--- src/rtl/shift_sequencer.sv ---
// -----------------------------------------------------------------------------
// shift_sequencer
//   Multi-cycle shifter controller. A shift command (operand A, amount B,
//   op) is accepted while the block is not busy. It is resolved one binary
//   stage per clock (by 1, 2, 4, 8, 16 ...) through a single registered
//   work stage. Every command takes exactly SHAMT_W stage cycles, whatever
//   the amount. Completion is signalled by a one-cycle done pulse, and R is
//   valid in that cycle.
//
// Ports
//   clk    in   1        rising-edge clock
//   reset  in   1        asynchronous, active-high reset
//   start  in   1        command valid; only looked at while busy=0
//   op     in   2        00=SLL, 01=SRL, 10=SRA, 11=ROR
//   A      in   WIDTH    operand, captured on accept
//   B      in   SHAMT_W  shift amount, captured on accept
//   busy   out  1        high while a command is in flight
//   done   out  1        one-cycle completion pulse
//   R      out  WIDTH    result; changes only when done rises
// -----------------------------------------------------------------------------
module shift_sequencer #(
  parameter int WIDTH   = 32,
  parameter int SHAMT_W = 5
) (
  input  logic               clk,
  input  logic               reset,
  input  logic               start,
  input  logic [1:0]         op,
  input  logic [WIDTH-1:0]   A,
  input  logic [SHAMT_W-1:0] B,
  output logic               busy,
  output logic               done,
  output logic [WIDTH-1:0]   R
);

  localparam logic [1:0] ST_IDLE  = 2'd0;
  localparam logic [1:0] ST_SHIFT = 2'd1;
  localparam logic [1:0] ST_DONE  = 2'd2;

  localparam logic [1:0] OP_SLL = 2'b00;
  localparam logic [1:0] OP_SRL = 2'b01;
  localparam logic [1:0] OP_SRA = 2'b10;
  localparam logic [1:0] OP_ROR = 2'b11;

  // Stage index counter width; it counts 0 .. SHAMT_W-1.
  localparam int            KW     = (SHAMT_W > 1) ? $clog2(SHAMT_W) : 1;
  localparam logic [KW-1:0] K_LAST = KW'(SHAMT_W - 1);

  logic [1:0]         state_q, state_d;
  logic [WIDTH-1:0]   work_q, work_d;
  logic [SHAMT_W-1:0] amt_q, amt_d;
  logic [1:0]         op_q, op_d;
  logic [KW-1:0]      k_q, k_d;
  logic               busy_q, busy_d;
  logic               done_q, done_d;
  logic [WIDTH-1:0]   r_q, r_d;

  logic [SHAMT_W-1:0] stage_amt_s;
  logic [WIDTH-1:0]   stage_out_s;

  // One shift of w by s positions for the given op. s is always a power of two.
  function automatic logic [WIDTH-1:0] shift_stage(
    input logic [WIDTH-1:0]   w,
    input logic [1:0]         o,
    input logic [SHAMT_W-1:0] s
  );
    logic [2*WIDTH-1:0] dbl;
    logic [WIDTH-1:0]   res;
    dbl = {w, w} >> s;  // rotate: the low half of the shifted double word
    case (o)
      OP_SLL:  res = w << s;
      OP_SRL:  res = w >> s;
      OP_SRA:  res = $signed(w) >>> s;
      OP_ROR:  res = dbl[WIDTH-1:0];
      default: res = w;
    endcase
    return res;
  endfunction

  // Datapath for the current stage: shift by 2^k when amount bit k is set.
  always_comb begin
    stage_amt_s = SHAMT_W'(1) << k_q;
    if (amt_q[k_q]) begin
      stage_out_s = shift_stage(work_q, op_q, stage_amt_s);
    end else begin
      stage_out_s = work_q;
    end
  end

  // Sequencer next-state logic for the IDLE -> SHIFT -> DONE flow.
  always_comb begin
    state_d = state_q;
    work_d  = work_q;
    amt_d   = amt_q;
    op_d    = op_q;
    k_d     = k_q;
    busy_d  = 1'b0;
    done_d  = 1'b0;
    r_d     = r_q;
    case (state_q)
      ST_IDLE, ST_DONE: begin
        // DONE also accepts, so commands can run back to back.
        if (start) begin
          work_d  = A;
          amt_d   = B;
          op_d    = op;
          k_d     = {KW{1'b0}};
          busy_d  = 1'b1;
          state_d = ST_SHIFT;
        end else begin
          state_d = ST_IDLE;
        end
      end
      ST_SHIFT: begin
        work_d = stage_out_s;
        if (k_q == K_LAST) begin
          // R is loaded on this edge so it is valid during the done cycle.
          r_d     = stage_out_s;
          done_d  = 1'b1;
          state_d = ST_DONE;
        end else begin
          k_d    = k_q + KW'(1);
          busy_d = 1'b1;
        end
      end
      default: begin
        state_d = ST_IDLE;
      end
    endcase
  end

  // State and output registers with asynchronous reset.
  always_ff @(posedge clk or posedge reset) begin
    if (reset) begin
      state_q <= ST_IDLE;
      work_q  <= {WIDTH{1'b0}};
      amt_q   <= {SHAMT_W{1'b0}};
      op_q    <= 2'b00;
      k_q     <= {KW{1'b0}};
      busy_q  <= 1'b0;
      done_q  <= 1'b0;
      r_q     <= {WIDTH{1'b0}};
    end else begin
      state_q <= state_d;
      work_q  <= work_d;
      amt_q   <= amt_d;
      op_q    <= op_d;
      k_q     <= k_d;
      busy_q  <= busy_d;
      done_q  <= done_d;
      r_q     <= r_d;
    end
  end

  assign busy = busy_q;
  assign done = done_q;
  assign R    = r_q;

endmodule

--- config.mk ---
export PLATFORM = sky130hd
export DESIGN_NAME = shift_sequencer
export DESIGN_NICKNAME = d
export VERILOG_FILES = /design/src/rtl/shift_sequencer.sv
export SDC_FILE = /design/constraint.sdc
export NUM_CORES = 1
export LEC_CHECK = 0
export ABC_AREA = 1
export CELL_PAD_IN_SITES_DETAIL_PLACEMENT = 1
export CELL_PAD_IN_SITES_GLOBAL_PLACEMENT = 1
export CORE_MARGIN = 4
export CORE_UTILIZATION = 35
export CTS_BUF_LIST = sky130_fd_sc_hd__clkbuf_8
export DETAILED_ROUTE_END_ITERATION = 16
export PLACE_DENSITY = 0.84
export SYNTH_ARGS = -nofsm -noshare
export SYNTH_HDL_FRONTEND = slang
export SYNTH_SLANG_ARGS = --single-unit
--- constraint.sdc ---
create_clock -name clk -period 2.87 [get_ports clk]
set_input_delay 0.287 -clock clk [delete_from_list [all_inputs] [get_ports clk]]
set_output_delay 0.287 -clock clk [all_outputs]
set_load 0.005 [all_outputs]
==> impl_metrics.py <==
metrics = {
    "status": {
        "status": "complete, no violations",
    },
    "logic_synthesis": {
        "yosys.area_share.xor_xnor_pct": 0,
        "netlist_instances": 1440,
        "synth_compound_area_share_pct": 8.160,
        "ys_ff_latch": 78,
        "yosys.area_share.simple_pct": 56.71,
        "synth_area_um2": 7896,
        "syn_nets": 1487,
        "ys_seq_area_share_pct": 24.72,
        "synth_mux_area_share_pct": 0,
        "synth_warnings": 0,
        "yosys.cell_types.count": 33,
        "syn_area_per_cell_um2": 5.484,
        "yosys.area_share.adder_pct": 0.7923,
        "synth_top_family_by_area": "simple AND/OR/NAND/NOR gates",
    },
    "detailed_routing": {
        "ant_nets": 0,
        "routed_wirelength_um": 40210,
        "first_pass_iters": 5,
        "num_vias": 10581,
        "initialDrtViolationCount": 1158,
        "via_per_inst": 5.891,
        "post-route-drc-count": 0,
        "wl_per_cell_um": 22.39,
    },
    "layout": {
        "final_core_util_pct": 43.07,
        "final_cell_mix": "638 x nand2_1, 356 x nand3_1, 85 x inv_1",
        "final_common_cell": "nand2_1",
        "antenna_cells": 0,
        "drive_gt1_share_pct": 7.190,
        "area_growth_pct": 20.14,
        "instances_no_fill": 1796,
        "stdcell_area_um2": 9487,
        "fin_nets": 1558,
    },
    "clock_network": {
        "h-tree-depth": 3,
        "clk_pin_slew_worst_paths_ps": 100,
        "clk_latency_ps": 400,
        "cts_root_buf": "clkbuf_8",
        "cts_tree": "built",
        "cts_buffers": 9,
        "cts_sinks": 78,
        "cts.path.max_buffers": 2,
    },
    "critical_path": {
        "crit_chain": "inv_2, ha_1, nand2_2, buf_12, nand3_1, nand2_1, nand2_1, nand2_1, nand2_1, nand2_1, nand2_1, a21oi_1, nand3_1, nand3_1, nand2_1",
        "rrSetupSlack_ps": 140,
        "cp_common_cell": "nand2_1",
        "critPathSlowestCell": "dfrtp_1",
        "start_kind": "register",
        "critPathMaxStageDelay_ps": 410,
        "cp_num_buf_inv": 2,
        "crit_arrival_ps": 3000,
        "crit_fanout": 66,
        "path_class": "reg2reg",
        "worstPathRequired_ps": 3140,
        "critical_path.top_delay_family": "simple AND/OR/NAND/NOR gates",
        "critPathCaptureType": "register",
    },
    "grt": {
        "grt_antenna_before_repair": 0,
        "track_usage_pct": 32.54,
        "grt_overflow": 0,
        "grt_pass1_wl_um": 62330,
        "first_global_vias": 10740,
        "grt_max_degree": 67,
    },
    "floorplanning": {
        "die_w_um": 158.2,
        "initial_core_util_pct": 35.85,
        "dieArea_um2": 25030,
        "dieHeight_um": 158.2,
        "row_count": 54,
        "ioPinCount": 76,
        "fp.coreArea_um2": 22030,
    },
    "sta": {
        "finalClockSkew_ps": 18.12,
        "min_period_ps": 2728,
        "slew_viol_final": 0,
        "maxSlewHeadroom_pct": 62.75,
        "fmax_mhz": 366.5,
        "finalHoldViolCount": 0,
        "rsz0062_at_grt": "no",
        "setup_viol": 0,
        "tns_ps": 0,
        "worst_pin_slew_ps": 558.2,
        "fin_crit_sh_pct": 95.06,
    },
    "job": {
        "maxCapViolCount": 0,
    },
    "placement": {
        "post-place-cells": 1780,
        "dp_hpwl_um": 31130,
        "numPortBuffers": 75,
        "placed_cell_area_um2": 9254,
        "gp_congestion": 1.014,
    },
    "worst_hold_path": {
        "hold_class": "in2async",
    },
}
[flip-flops by register name (all words and copies together), names as in the netlist]
register	cells
R	32
work_q	32
amt_q	5
k_q	3
op_q	2
state_q	2
busy	1
done	1
[logic make-up (layout without fill, tap and decap cells)]
| family | count (synthesis) | in the layout |
|---|---|---|
| flip-flops | 78 | 78 |
| adder cells (fa/ha/maj) | 5 | 5 |
| AND/OR/NAND/NOR | 1058 | 1058 |
| buffers and inverters | 180 | 256 |
| AO/OA/AOI/OAI | 119 | 119 |
[worst paths after layout]
| check | startpoint | to | cells after the start |
|---|---|---|---|
| max | k_q[1] | R[17] | 15 |
| min | reset | R[25] | 2 |
| max reg2reg | k_q[1] | R[17] | 15 |
| min reg2reg | R[8] | R[8] | 2 |
| max in group asynchronous | reset | k_q[0] | 3 |
| min in group clk | B[4] | amt_q[4] | 3 |
[metal layers]
metal	vias to the layer above	global-route usage (%)	wire length, um
met5	-	0	0
met4	0	13.53	1833
met1	5117	44.67	16930
met3	105	3.663	3205
met2	528	52.07	18240
li1	4831	-	-
[cell type report]
type	count	area, um2
fill	3101	12540
multi-input combinational	1182	5228
sequential	78	1954
timing repair buffer	142	1383
inverter	98	374.1
tap	280	350.3
clock buffer	9	123.9
clock inverter	7	73.82
[Yosys cell counts]
master / n / area share, %
clkbuf_1: 30 / 1.4
o21a_1: 1 / 0.095
a21boi_1: 1 / 0.095
o21ai_0: 54 / 3.4
nand2_4: 1 / 0.14
buf_4: 11 / 1.0
o22ai_1: 2 / 0.16
and3_1: 1 / 0.079
nor2_4: 2 / 0.29
ha_1: 5 / 0.79
nand3_1: 356 / 23
nor3_1: 2 / 0.13
nor2_1: 44 / 2.1
a31oi_1: 2 / 0.16
o21ai_1: 22 / 1.4
dfrtp_1: 78 / 25
clkinv_1: 5 / 0.24
buf_2: 28 / 1.8
or2_2: 2 / 0.16
nand2_2: 1 / 0.079
o21ai_2: 1 / 0.11
o211ai_1: 10 / 0.95
inv_2: 5 / 0.24
nor2_2: 1 / 0.079
nand4_1: 8 / 0.63
o21bai_1: 3 / 0.29
nand3b_1: 1 / 0.095
nand2_1: 639 / 30
inv_1: 88 / 4.2
a21oi_1: 22 / 1.4
a21boi_0: 1 / 0.095
buf_6: 1 / 0.14
buf_1: 12 / 0.57
[metrics by stage]
step	hold slack [ps]	setup slack, ps
2_1_floorplan	396.6	588.0
3_3_place_gp	462.9	4.122
3_5_place_dp	465.4	-94.69
4_1_cts	255.0	0.3071
5_1_grt	277.9	27.38
6_report	238.2	141.7
[what timing repair did]
item                       CTS  global route
hold buffers                 0             0
buffers inserted             0             0
resized for setup            3            10
setup endpoints to repair    7            59
Power is left out: the tool's default activity adds up to more than one toggle a clock period on the data nets, which glitch-free logic cannot reach.
